File: config.mk
export PLATFORM = sky130hd
export DESIGN_NAME = controle_vendas
export DESIGN_NICKNAME = d
export VERILOG_FILES = /design/src/rtl/vendas_pkg.sv /design/src/rtl/controle_vendas_tabela_precos.sv /design/src/rtl/controle_vendas.sv
export SDC_FILE = /design/constraint.sdc
export NUM_CORES = 1
export LEC_CHECK = 0
export ABC_AREA = 1
export CAP_MARGIN = 10
export CORE_ASPECT_RATIO = 0.9
export CORE_MARGIN = 1
export CORE_UTILIZATION = 59
export CTS_CLUSTER_SIZE = 25
export DETAILED_ROUTE_END_ITERATION = 7
export MAX_ROUTING_LAYER = met4
export PLACE_DENSITY = 0.88
export SLEW_MARGIN = 20
export SYNTH_ARGS = -nofsm -noshare
export SYNTH_HDL_FRONTEND = slang
export SYNTH_SLANG_ARGS = --single-unit
File: constraint.sdc
create_clock -name clk -period 5.4 [get_ports clk]
set_input_delay 1.08 -clock clk [delete_from_list [all_inputs] [get_ports clk]]
set_output_delay 1.08 -clock clk [all_outputs]
set_load 0.01 [all_outputs]
File: src/rtl/vendas_pkg.sv
// Shared types and constants for the vending machine sequencing controller.
// Holds the FSM states, datapath widths and the fixed product/price table.
package vendas_pkg;

    localparam int unsigned COD_W   = 4;
    localparam int unsigned PRECO_W = 3;
    localparam int unsigned CRED_W  = 4;

    typedef enum logic [2:0] {
        ST_IDLE     = 3'd0,
        ST_PAY      = 3'd1,
        ST_DISPENSE = 3'd2,
        ST_CHANGE   = 3'd3,
        ST_REFUND   = 3'd4
    } estado_t;

    // One table lookup result: product present flag plus its price.
    typedef struct packed {
        logic               existe;
        logic [PRECO_W-1:0] preco;
    } tabela_t;

    localparam logic [COD_W-1:0]   COD_P0   = 4'b0000;
    localparam logic [COD_W-1:0]   COD_P1   = 4'b0100;
    localparam logic [COD_W-1:0]   COD_P2   = 4'b0101;
    localparam logic [COD_W-1:0]   COD_P3   = 4'b1000;
    localparam logic [COD_W-1:0]   COD_P4   = 4'b1001;
    localparam logic [COD_W-1:0]   COD_P5   = 4'b1100;
    localparam logic [COD_W-1:0]   COD_P6   = 4'b1101;
    localparam logic [COD_W-1:0]   COD_P7   = 4'b1110;
    localparam logic [COD_W-1:0]   COD_P8   = 4'b1111;

    localparam logic [PRECO_W-1:0] PRECO_P0 = 3'd2;
    localparam logic [PRECO_W-1:0] PRECO_P1 = 3'd6;
    localparam logic [PRECO_W-1:0] PRECO_P2 = 3'd1;
    localparam logic [PRECO_W-1:0] PRECO_P3 = 3'd2;
    localparam logic [PRECO_W-1:0] PRECO_P4 = 3'd5;
    localparam logic [PRECO_W-1:0] PRECO_P5 = 3'd1;
    localparam logic [PRECO_W-1:0] PRECO_P6 = 3'd3;
    localparam logic [PRECO_W-1:0] PRECO_P7 = 3'd4;
    localparam logic [PRECO_W-1:0] PRECO_P8 = 3'd5;

endpackage

File: src/rtl/controle_vendas_tabela_precos.sv
// Combinational product table: maps a {row, column} code to {existe, preco}.
module tabela_precos
    import vendas_pkg::*;
(
    input  logic [COD_W-1:0] cod_i,
    output tabela_t          item_c
);

    always_comb begin
        item_c = '0;
        case (cod_i)
            COD_P0:  item_c = '{existe: 1'b1, preco: PRECO_P0};
            COD_P1:  item_c = '{existe: 1'b1, preco: PRECO_P1};
            COD_P2:  item_c = '{existe: 1'b1, preco: PRECO_P2};
            COD_P3:  item_c = '{existe: 1'b1, preco: PRECO_P3};
            COD_P4:  item_c = '{existe: 1'b1, preco: PRECO_P4};
            COD_P5:  item_c = '{existe: 1'b1, preco: PRECO_P5};
            COD_P6:  item_c = '{existe: 1'b1, preco: PRECO_P6};
            COD_P7:  item_c = '{existe: 1'b1, preco: PRECO_P7};
            COD_P8:  item_c = '{existe: 1'b1, preco: PRECO_P8};
            default: item_c = '0;
        endcase
    end

endmodule

File: src/rtl/controle_vendas.sv
// Vending sequencer: selection, coin credit, dispense strobe, change/refund
// handshake and inactivity timeout. Every output comes straight from a flop.
module controle_vendas
    import vendas_pkg::*;
#(
    parameter int unsigned TIMEOUT_CYCLES = 1000
) (
    input  logic              clk,
    input  logic              rst_n,
    input  logic [1:0]        linha,
    input  logic [1:0]        coluna,
    input  logic              selecionar,
    input  logic [2:0]        moeda_valor,
    input  logic              cancelar,
    input  logic              troco_ack,
    output logic              ocupado,
    output logic              erro_inexistente,
    output logic              moeda_aceita,
    output logic [CRED_W-1:0] credito,
    output logic              dispensar,
    output logic [COD_W-1:0]  cod_saida,
    output logic [CRED_W-1:0] troco,
    output logic              troco_valid
);

    localparam int unsigned TMR_W = $clog2(TIMEOUT_CYCLES + 1);

    estado_t            state_q, state_d;
    logic [COD_W-1:0]   cod_q, cod_d;
    logic [PRECO_W-1:0] preco_q, preco_d;
    logic [CRED_W-1:0]  credito_q, credito_d;
    logic [TMR_W-1:0]   timer_q, timer_d;
    logic [CRED_W-1:0]  troco_q, troco_d;
    logic               troco_valid_q, troco_valid_d;
    logic               ocupado_q, ocupado_d;
    logic               erro_q, erro_d;
    logic               aceita_q, aceita_d;
    logic               disp_q, disp_d;

    logic [COD_W-1:0]   cod_sel;
    tabela_t            item;
    logic [CRED_W-1:0]  soma;
    logic [CRED_W-1:0]  sobra;

    assign cod_sel = {linha, coluna};

    tabela_precos u_tabela (
        .cod_i  (cod_sel),
        .item_c (item)
    );

    // Next-state and next-output logic.
    always_comb begin
        state_d       = state_q;
        cod_d         = cod_q;
        preco_d       = preco_q;
        credito_d     = credito_q;
        timer_d       = timer_q;
        troco_d       = troco_q;
        troco_valid_d = troco_valid_q;
        erro_d        = 1'b0;
        aceita_d      = 1'b0;
        soma          = credito_q + CRED_W'(moeda_valor);
        sobra         = credito_q - CRED_W'(preco_q);

        case (state_q)
            ST_IDLE: begin
                if (selecionar) begin
                    if (item.existe) begin
                        state_d   = ST_PAY;
                        cod_d     = cod_sel;
                        preco_d   = item.preco;
                        credito_d = '0;
                        timer_d   = '0;
                    end else begin
                        erro_d = 1'b1;
                    end
                end
            end
            ST_PAY: begin
                if (cancelar) begin
                    state_d = ST_REFUND;
                end else if (moeda_valor != 3'd0) begin
                    credito_d = soma;
                    aceita_d  = 1'b1;
                    timer_d   = '0;
                    if (soma >= CRED_W'(preco_q)) begin
                        state_d = ST_DISPENSE;
                    end
                end else if (timer_q + TMR_W'(1) == TMR_W'(TIMEOUT_CYCLES)) begin
                    state_d = ST_REFUND;
                end else begin
                    timer_d = timer_q + TMR_W'(1);
                end
                // An empty refund raises no handshake and drains next cycle.
                if (state_d == ST_REFUND && credito_q != '0) begin
                    troco_d       = credito_q;
                    troco_valid_d = 1'b1;
                end
            end
            ST_DISPENSE: begin
                if (sobra != '0) begin
                    state_d       = ST_CHANGE;
                    troco_d       = sobra;
                    troco_valid_d = 1'b1;
                end else begin
                    state_d   = ST_IDLE;
                    credito_d = '0;
                    cod_d     = '0;
                end
            end
            ST_CHANGE, ST_REFUND: begin
                if (!troco_valid_q || troco_ack) begin
                    state_d       = ST_IDLE;
                    credito_d     = '0;
                    cod_d         = '0;
                    troco_d       = '0;
                    troco_valid_d = 1'b0;
                end
            end
            default: begin
                state_d = ST_IDLE;
            end
        endcase

        disp_d    = (state_d == ST_DISPENSE);
        ocupado_d = (state_d != ST_IDLE);
    end

    // State and output registers.
    always_ff @(posedge clk or negedge rst_n) begin
        if (!rst_n) begin
            state_q       <= ST_IDLE;
            cod_q         <= '0;
            preco_q       <= '0;
            credito_q     <= '0;
            timer_q       <= '0;
            troco_q       <= '0;
            troco_valid_q <= 1'b0;
            ocupado_q     <= 1'b0;
            erro_q        <= 1'b0;
            aceita_q      <= 1'b0;
            disp_q        <= 1'b0;
        end else begin
            state_q       <= state_d;
            cod_q         <= cod_d;
            preco_q       <= preco_d;
            credito_q     <= credito_d;
            timer_q       <= timer_d;
            troco_q       <= troco_d;
            troco_valid_q <= troco_valid_d;
            ocupado_q     <= ocupado_d;
            erro_q        <= erro_d;
            aceita_q      <= aceita_d;
            disp_q        <= disp_d;
        end
    end

    assign ocupado          = ocupado_q;
    assign erro_inexistente = erro_q;
    assign moeda_aceita     = aceita_q;
    assign credito          = credito_q;
    assign dispensar        = disp_q;
    assign cod_saida        = cod_q;
    assign troco            = troco_q;
    assign troco_valid      = troco_valid_q;

endmodule
Word-level counts from Yosys, hierarchy flattened
Memory sizes are Yosys's and may differ from the RTL's.
Cells that the tools add are included.
{"block": "word_totals", "ff_bits": 33, "inputBits": 12, "mem_bits_ro": 64, "memories": 1, "wordCells": 89}
{"memory": "(no name shown)", "depth": 16, "width": 4, "rd": 1, "rd_ports_with_merged_regs": 0, "wr": 0, "line": "controle_vendas_tabela_precos.sv:11", "rtl": "case (cod_i)"}
{"block": "classes", "eq_ne": 16, "magnitude_cmp": 1, "muxes": 39, "n_reduce_logical": 18, "add_sub_neg": 3}
{"cell": "$mux 10", "n": 5}
{"cell": "$mux 4", "n": 10}
{"cell": "$mux 3", "n": 8}
{"cell": "$pmux 4 s3", "n": 2}
{"cell": "$pmux 10 s2", "n": 1}
{"cell": "$ne 2x2->1 const B", "n": 8}
{"cell": "$pmux 4 s4", "n": 1}
{"cell": "$pmux 3 s4", "n": 1}
{"cell": "$reduce_bool 3->1", "n": 4}
{"cell": "$reduce_bool 4->1", "n": 3}
{"cell": "$add 10x1->10 const B", "n": 1}
{"cell": "$eq 10x10->1 const B", "n": 1}
{"cell": "$reduce_and 5->1", "n": 2}
{"cell": "$eq 3x2->1 const B", "n": 3}
{"cell": "$mux 1", "n": 9}
{"cell": "$reduce_and 7->1", "n": 1}
{"cell": "$eq 3x3->1 const B", "n": 2}
{"cell": "$add 4x3->4", "n": 1}
{"cell": "$ge 4x3->1", "n": 1}
{"cell": "$reduce_and 4->1", "n": 1}
{"cell": "$sub 4x3->4", "n": 1}
{"cell": "$eq 3x1->1 const B", "n": 1}
{"cell": "$logic_not 3->1", "n": 1}
{"cell": "$ne 3x3->1 const B", "n": 1}
{"cell": "other kinds (8)", "n": 8}

Longest topological paths before layout
Gate-level depths: netlist (run 1).
{"block": "logic_depth", "depth_word": 10, "depth_mapped": 14, "depth_no_buf": 14}

By module
A second synthesis (run 1) with hierarchy kept.
{"block": "unflattened", "hier_cells": 290, "hier_area_um2": 2157.1}
{"module": "controle_vendas", "cells_per_inst": 265, "area_per_inst_um2": 2053.2, "n_inst": 1}
{"module": "tabela_precos", "cells_per_inst": 25, "area_per_inst_um2": 103.8, "n_inst": 1}

Least setup slack after synthesis (run 1)
No wires, ideal clock.
{"block": "synth_timing", "path_kind": "input-to-reg", "start": "in moeda_valor[0]", "end": "reg troco_valid_q (netlist: troco_valid)", "arrival_time_ns": 2.809, "n_path_buf": 0, "setup_slack_ns": 2.474, "stages": 13, "setup_time_ns": 0.117, "cell_sequence": "ha_1 fa_1 xnor2_1 inv_1 ha_1 a21oi_1 a21oi_1 nand2_1 nand3_2 nand2_4 nand2_4 nand2_1 nand2_1"}
{"block": "synth_via", "elab_chain_cells": 10}
{"item": "start, declared", "line": "controle_vendas.sv:13", "rtl": "input logic [2:0] moeda_valor,"}
{"item": "$add 4x3->4", "line": "controle_vendas.sv:63", "rtl": "soma = credito_q + CRED_W'(moeda_valor);"}
{"item": "$ge 4x3->1", "line": "controle_vendas.sv:87", "rtl": "if (soma >= CRED_W'(preco_q)) begin"}
{"item": "$mux 3", "line": "controle_vendas.sv:87"}
{"item": "$mux 3 (*)", "line": "controle_vendas.sv:83", "rtl": "end else if (moeda_valor != 3'd0) begin"}
{"item": "$mux 3 (*)", "line": "controle_vendas.sv:81", "rtl": "if (cancelar) begin"}
{"item": "$mux 3 (*)", "line": "controle_vendas.sv:66", "rtl": "case (state_q)"}
{"item": "$eq 3x3->1 (*)", "line": "controle_vendas.sv:96", "rtl": "if (state_d == ST_REFUND && credito_q != '0) begin"}
{"item": "$logic_and 1x1->1 (*)", "line": "controle_vendas.sv:96"}
{"item": "$ne 2x2->1 (no source line) (*)"}
{"item": "$reduce_and 4->1 (no source line) (*)"}
{"item": "end signal, assigned", "line": "controle_vendas.sv:151", "rtl": "troco_valid_q <= troco_valid_d;"}
{"item": "end, declared", "line": "controle_vendas.sv:34", "rtl": "logic troco_valid_q, troco_valid_d;"}
Every way passes the cells marked *; elsewhere a longest branch is shown, timed or not. The select of a mux whose other input is x is not followed.
A chain may end at the register's enable or synchronous reset.

Worst setup path after layout (run 1)
{"block": "layout_timing", "start": "in moeda_valor[0]", "end": "reg troco_q[1] (netlist: troco[1])"}
{"block": "layout_via", "elab_chain_cells": 10}
{"item": "$add 4x3->4", "line": "controle_vendas.sv:63"}
{"item": "$ge 4x3->1", "line": "controle_vendas.sv:87"}
{"item": "$mux 3", "line": "controle_vendas.sv:87"}
{"item": "$mux 3 (*)", "line": "controle_vendas.sv:83"}
{"item": "$mux 3 (*)", "line": "controle_vendas.sv:81"}
{"item": "$mux 3 (*)", "line": "controle_vendas.sv:66"}
{"item": "$eq 3x3->1 (*)", "line": "controle_vendas.sv:96"}
{"item": "$logic_and 1x1->1 (*)", "line": "controle_vendas.sv:96"}
{"item": "$ne 2x2->1 (no source line) (*)"}
{"item": "$reduce_and 4->1 (no source line) (*)"}
{"item": "end signal, assigned", "line": "controle_vendas.sv:150", "rtl": "troco_q <= troco_d;"}
{"item": "end, declared", "line": "controle_vendas.sv:33", "rtl": "logic [CRED_W-1:0] troco_q, troco_d;"}
Marked as above.

==> summary.md, run 1 <==
| Metric | Value |
|---|---|
| Critical Path Sink Type | flop |
| Total track usage | 28.7% |
| Most frequent cells in the layout | nand2_1 (87), dfrtp_1 (33), inv_1 (30) |
| H-tree levels | 2 |
| Mux share of post-synthesis cell area | 0% |
| Later-pin clock latency in the skew report | 290 ps |
| Post-layout util | 75.2% |
| Net count after synthesis | 299 |
| Initial DRC count | 129 |
| Sw Ratio | 44.8% |
| Initial antenna violation count | 0 |
| Synth Instances | 275 |
| Most area-consuming cells after synthesis | dfrtp_1 (38%), nand2_1 (15%), ha_1 (5.7%) |
| Hold WC Path Type | reg -> reg |
| Final min period | 3330 ps |
| Pre-Repair DR Iteration Count | 4 |
| Synth Area in XOR/XNOR | 1.59% |
| Max IR drop VDD | 0.000327 V |
| Site Rows | 20 |
| Largest area contributor in the netlist | dfrtp_1 |
| Clk slew on worst S/H paths | 70 ps |
| Post CTS Setup Buffer Count | 0 |
| Synth Cell Area | 0.00220 mm2 |
| Reg power frac | 29.5% |
| Worst Hold Slack | 483 ps |
| Vias in the first global route | 1820 |
| Crit path top cell by count | nand2_1 |
| Run status | finished clean |
| Die span in y | 59.9 um |
| Routed WL | 4750 um |
| Internal power | 0.700 mW |
| TNS Setup | 0 ps |
| Worst Setup EP | troco[1] |
| Wirelength per Cell | 13.4 um |
| Cts hold-fix bufs | 0 |
| Clk sink count | 33 |
| FF-to-FF Start | credito[0] |
| Setup crit start | moeda_valor[0] |
| Post-CTS Resized | 0 |
| Worst Path Arrival | 3510 ps |
| FILL cells | 285 |
| Simple-gate area share of the yosys netlist | 34.3% |
| Layout Nets | 334 |
| Placement Setup Slack | 1800 ps |
| Number of synthesized register bits | 33 |
| GR Overflow Total | 0 |
| Final WS setup | 2070 ps |
| Worst Path Max Fanout | 6 |
| Tcrit/Tclk final | 61.7% |
| Area fraction of the dominant cell type after synthesis | 37.5% |
| Reg-to-reg slack, setup | 2930 ps |
| Total CTS buffers | 5 |
| Worst R2R Path Depth | 13 |
| Post-synth cell types | 40 |
| Critical R2R Capture | troco[1] |
| Slew Viols, Final | 0 |
| Critical path data required time | 5570 ps |
| RSZ-0062 raised after global routing | false |
| NetSw | 0.567 mW |
| Routed via count | 1945 |
| Die width | 66.4 um |
| Maximum clock insertion buffer count | 2 |
| Most common cell after layout, fill and taps aside | nand2_1 |
| First-pass GRT wire length | 8170 um |
| Port bufs | 28 |
| Rel. slew slack | 72.3% |
| Count of final setup violators | 0 |
| Mean Syn Cell Area | 8.00 um2 |
| Worst path slowest cell | clkdlybuf4s50_1 |
| Ant. Diodes | 0 |
| Synth Area in Compound Gates | 12.1% |
| DPL Wire Length | 3700 um |
| Vias/cell | 5.49 |
| Synth warnings | 0 |
| Max-cap violation count | 0 |
| CP max stage delay | 460 ps |
| WS Path Type | in -> reg |
| Initial Utilization | 63.3% |
| Leak Pwr | 1.24 nW |
| Ports | 29 |
| PwrDens | 485 mW/mm2 |
| CP cell instances | clkdlybuf4s50_1 > ha_1 > fa_1 > xnor2_1 > inv_1 > ha_1 > a21oi_1 > a21oi_1 > nand2_1 > nand3_2 > nand2_4 > nand2_4 > nand2_1 > nand2_1 |
| Largest family of logic cells by synthesized area | simple AND/OR/NAND/NOR gates |
| Area Overhead vs Synth | 18.8% |
| Startpoint types | primary input |
| Drt drc | 0 |
| Layout cell share with drive strength beyond 1 | 14.8% |
| Detail Route Antenna Nets | 0 |
| CTS tree | built |
| Post-Synth Adder-Cell Area | 7.50% |
| Comb pwr share | 55.7% |
| Final GP Congestion | 0.881 |
| Final hold vios | 0 |
| Slew @ Worst Pin | 416 ps |
| Seq/Total Area, Yosys | 37.5% |
| Clock network power share | 14.8% |
| Die area | 0.00398 mm2 |
| Root Buffer | clkbuf_8 |
| Core ar. | 0.00348 mm2 |
| Peak Freq | 300 MHz |
| Pin count of the biggest net entering global routing | 34 |
| Worst Skew | 5.24 ps |
## cell families (layout without fill, tap and decap cells)
| group | after synthesis | count (layout) |
|---|---|---|
| AO/OA/AOI/OAI | 38 | 38 |
| XOR/XNOR | 4 | 4 |
| adder cells (fa/ha/maj) | 12 | 12 |
| buffers and inverters | 38 | 73 |
| flip-flops | 33 | 33 |
| AND/OR/NAND/NOR | 150 | 150 |
## worst min-delay path by stage
stage | from | endpoint | slack (ps) | cells after the start
6_report | cod_saida[1] | cod_saida[1] | 480 | 2
5_1_grt | troco[0] | troco[0] | 500 | 2
4_1_cts | cod_saida[1] | cod_saida[1] | 490 | 2
3_5_place_dp | troco[0] | troco[0] | 470 | 2
3_3_place_gp | cod_saida[3] | cod_saida[3] | 470 | 2
2_1_floorplan | timer_q[9] | timer_q[9] | 470 | 2
## Yosys cell counts (all sizes together)
| cell | count |
|---|---|
| nand2 | 96 |
| nor3 | 5 |
| buf | 1 |
| xnor2 | 1 |
| inv | 37 |
| nand3 | 20 |
| o21bai | 3 |
| nor2 | 21 |
| or2 | 1 |
| nand3b | 3 |
| a21oi | 7 |
| a211oi | 2 |
| o211ai | 1 |
| ha | 10 |
| fa | 2 |
| xor2 | 3 |
| o21ai | 11 |
| nor3b | 1 |
| a32oi | 1 |
| dfrtp | 33 |
| o22ai | 2 |
| o221ai | 1 |
| o2111ai | 1 |
| o31ai | 9 |
| nand4 | 3 |
## cell type report
class | count | area (um2) | area share, %
multi-input cells | 204 | 1220 | 46.7
flip-flops and latches | 33 | 826 | 31.6
repair buffers | 29 | 288 | 11.0
inverters | 37 | 139 | 5.31
clock buffers | 7 | 86.3 | 3.30
well taps | 44 | 55.1 | 2.11
## sequential cells by signal, summed over array words and instances (netlist names)
register	cells
timer_q	10
cod_saida	4
credito	4
troco	4
preco_q	3
state_q	3
dispensar	1
erro_inexistente	1
moeda_aceita	1
ocupado	1
troco_valid	1
## metrics by stage
step	total power, mW	cells	cell area (um2)
6_report	1.27	354	2620
5_1_grt	1.38	354	2620
4_1_cts	1.26	354	2620
3_5_place_dp	1.07	347	2530
3_3_place_gp	1.04	347	2530
2_1_floorplan	0.854	275	2200
## per-layer routing
layer  up-vias  part of all wire [%]  GRT usage, %
li1        966                     -             -
met1       924                    47          37.9
met4         0                   1.1          10.6
met2        50                    48          44.6
met3         5                   4.0          4.77
met5         -                     0             -
## power groups by stage
| stage | logic [mW] | registers (mW) | clock network (mW) |
|---|---|---|---|
| floorplan | 0.469 | 0.385 | 0 |
| global placement | 0.669 | 0.375 | 0 |
| detailed placement | 0.697 | 0.378 | 0 |
| CTS | 0.702 | 0.374 | 0.189 |
| global route | 0.797 | 0.384 | 0.198 |
| finish | 0.705 | 0.374 | 0.187 |
## critical path: cells and delay by family
family,cells,cell delay [ps]
adder cells (fa/ha/maj),3,900
XOR/XNOR,1,220
AND/OR/NAND/NOR,6,520
AO/OA/AOI/OAI,2,270
buffers and inverters,2,530
(Power assumes the default switching activity.)
==> run 2: changes to the inputs <==
Settings changed: CORE_UTILIZATION 59 to 50, PLACE_DENSITY 0.88 to 0.79.
Clock period 5.4 ns to 3 ns, I/O delays scaled along.
==> summary.md, run 2 (synthesis results as in run 1) <==
| Metric | Value |
|---|---|
| Final hold vios | 0 |
| Later-pin clock latency in the skew report | 290 ps |
| Reg-to-reg slack, setup | 550 ps |
| FILL cells | 365 |
| Layout cell share with drive strength beyond 1 | 16.0% |
| Worst R2R Path Depth | 12 |
| Post-layout util | 64.1% |
| Total track usage | 22.6% |
| DPL Wire Length | 3400 um |
| Cts hold-fix bufs | 0 |
| Final WS setup | 214 ps |
| WS Path Type | in -> reg |
| Layout Nets | 336 |
| Die span in y | 64.9 um |
| Drt drc | 0 |
| Critical Path Sink Type | flop |
| Critical path data required time | 3170 ps |
| Placement Setup Slack | -74.6 ps |
| Ant. Diodes | 0 |
| Clk sink count | 33 |
| Root Buffer | clkbuf_8 |
| Maximum clock insertion buffer count | 2 |
| Run status | finished clean |
| Worst Setup EP | troco[1] |
| Vias in the first global route | 1705 |
| Worst Path Arrival | 2960 ps |
| Rel. slew slack | 70.8% |
| Ports | 29 |
| CTS tree | built |
| Final min period | 2790 ps |
| Vias/cell | 5.08 |
| Slew @ Worst Pin | 435 ps |
| GR Overflow Total | 0 |
| Most common cell after layout, fill and taps aside | nand2_1 |
| Die width | 71.9 um |
| Setup crit start | moeda_valor[0] |
| First-pass GRT wire length | 7850 um |
| Routed WL | 4490 um |
| Detail Route Antenna Nets | 0 |
| RSZ-0062 raised after global routing | false |
| Worst Path Max Fanout | 6 |
| PwrDens | 858 mW/mm2 |
| Pin count of the biggest net entering global routing | 34 |
| Critical R2R Capture | troco[1] |
| Wirelength per Cell | 12.0 um |
| Max IR drop VDD | 0.000743 V |
| Startpoint types | primary input |
| Max-cap violation count | 0 |
| Leak Pwr | 1.26 nW |
| Clk slew on worst S/H paths | 60 ps |
| Peak Freq | 359 MHz |
| Reg with most FFs | timer_q |
| Core ar. | 0.00416 mm2 |
| Most frequent cells in the layout | nand2_1 (87), dfrtp_1 (33), inv_1 (30) |
| Hold WC Path Type | reg -> reg |
| FF-to-FF Start | credito[0] |
| Total CTS buffers | 5 |
| Die area | 0.00467 mm2 |
| Initial Utilization | 53.0% |
| Slew Viols, Final | 0 |
| Area Overhead vs Synth | 21.1% |
| Pre-Repair DR Iteration Count | 4 |
| H-tree levels | 2 |
| Port bufs | 28 |
| Site Rows | 22 |
| Final GP Congestion | 0.853 |
| Post-CTS Resized | 0 |
| Worst Skew | 8.41 ps |
| Initial antenna violation count | 0 |
| Routed via count | 1894 |
| Post CTS Setup Buffer Count | 0 |
| Max reg flops | 10 |
| Initial DRC count | 163 |
| Count of final setup violators | 0 |
| Tcrit/Tclk final | 92.9% |
[run 2: power breakdown]
part	switching, mW	internal, mW
clock network	0.160	0.207
logic	0.736	0.514
registers	0.104	0.565
total	1.00	1.29
[run 2: critical path, cell delays in order]
cell and delay (ps):
clkdlybuf4s50_1 420, ha_1 230, fa_1 390, xnor2_1 210, inv_1 60, ha_1 270, a21oi_1 60, a21oi_1 250
nand2_1 130, nand3_2 110, nand2_4 80, nand3_1 90, nand2_1 50
[run 2: per-layer routing]
layer	routed length [um]	track usage (%)	share of wire, %
met5	0	-	0
met4	53	7.60	1.2
met3	180	4.35	4.0
met2	1930	32.0	43
met1	2330	32.5	52
[run 2: per-stage QoR]
step                      hold slack, ps  area [um2]  cells  TNS (ps)  power, mW
after floorplan                      304        2200    275         0       1.54
after global placement               463        2560    365     -82.9       1.89
after detailed placement             464        2560    365      -381       1.92
after CTS                            480        2670    373         0       2.29
after global routing                 507        2670    373         0       2.50
final                                474        2670    373         0       2.29
[run 2: layout make-up]
class	instances	area [um2]	share of cell area, %
timing repair buffer	31	303	11.4
tap	60	75.1	2.82
clock buffer	7	96.3	3.62
clock inverter	1	5.00	0.188
multi-input combinational	204	1220	45.8
sequential	33	826	31.0
inverter	37	139	5.21
[run 2: how the worst min path moves through the flow]
stage | slack, ps | endpoint | cells after the start | from
after floorplan | 300 | cod_saida[0] | 0 | rst_n
after global placement | 460 | troco[3] | 2 | troco[3]
after detailed placement | 460 | troco[3] | 2 | troco[3]
after CTS | 480 | troco[3] | 2 | troco[3]
after global routing | 510 | cod_saida[1] | 2 | cod_saida[1]
final | 470 | troco[3] | 2 | troco[3]
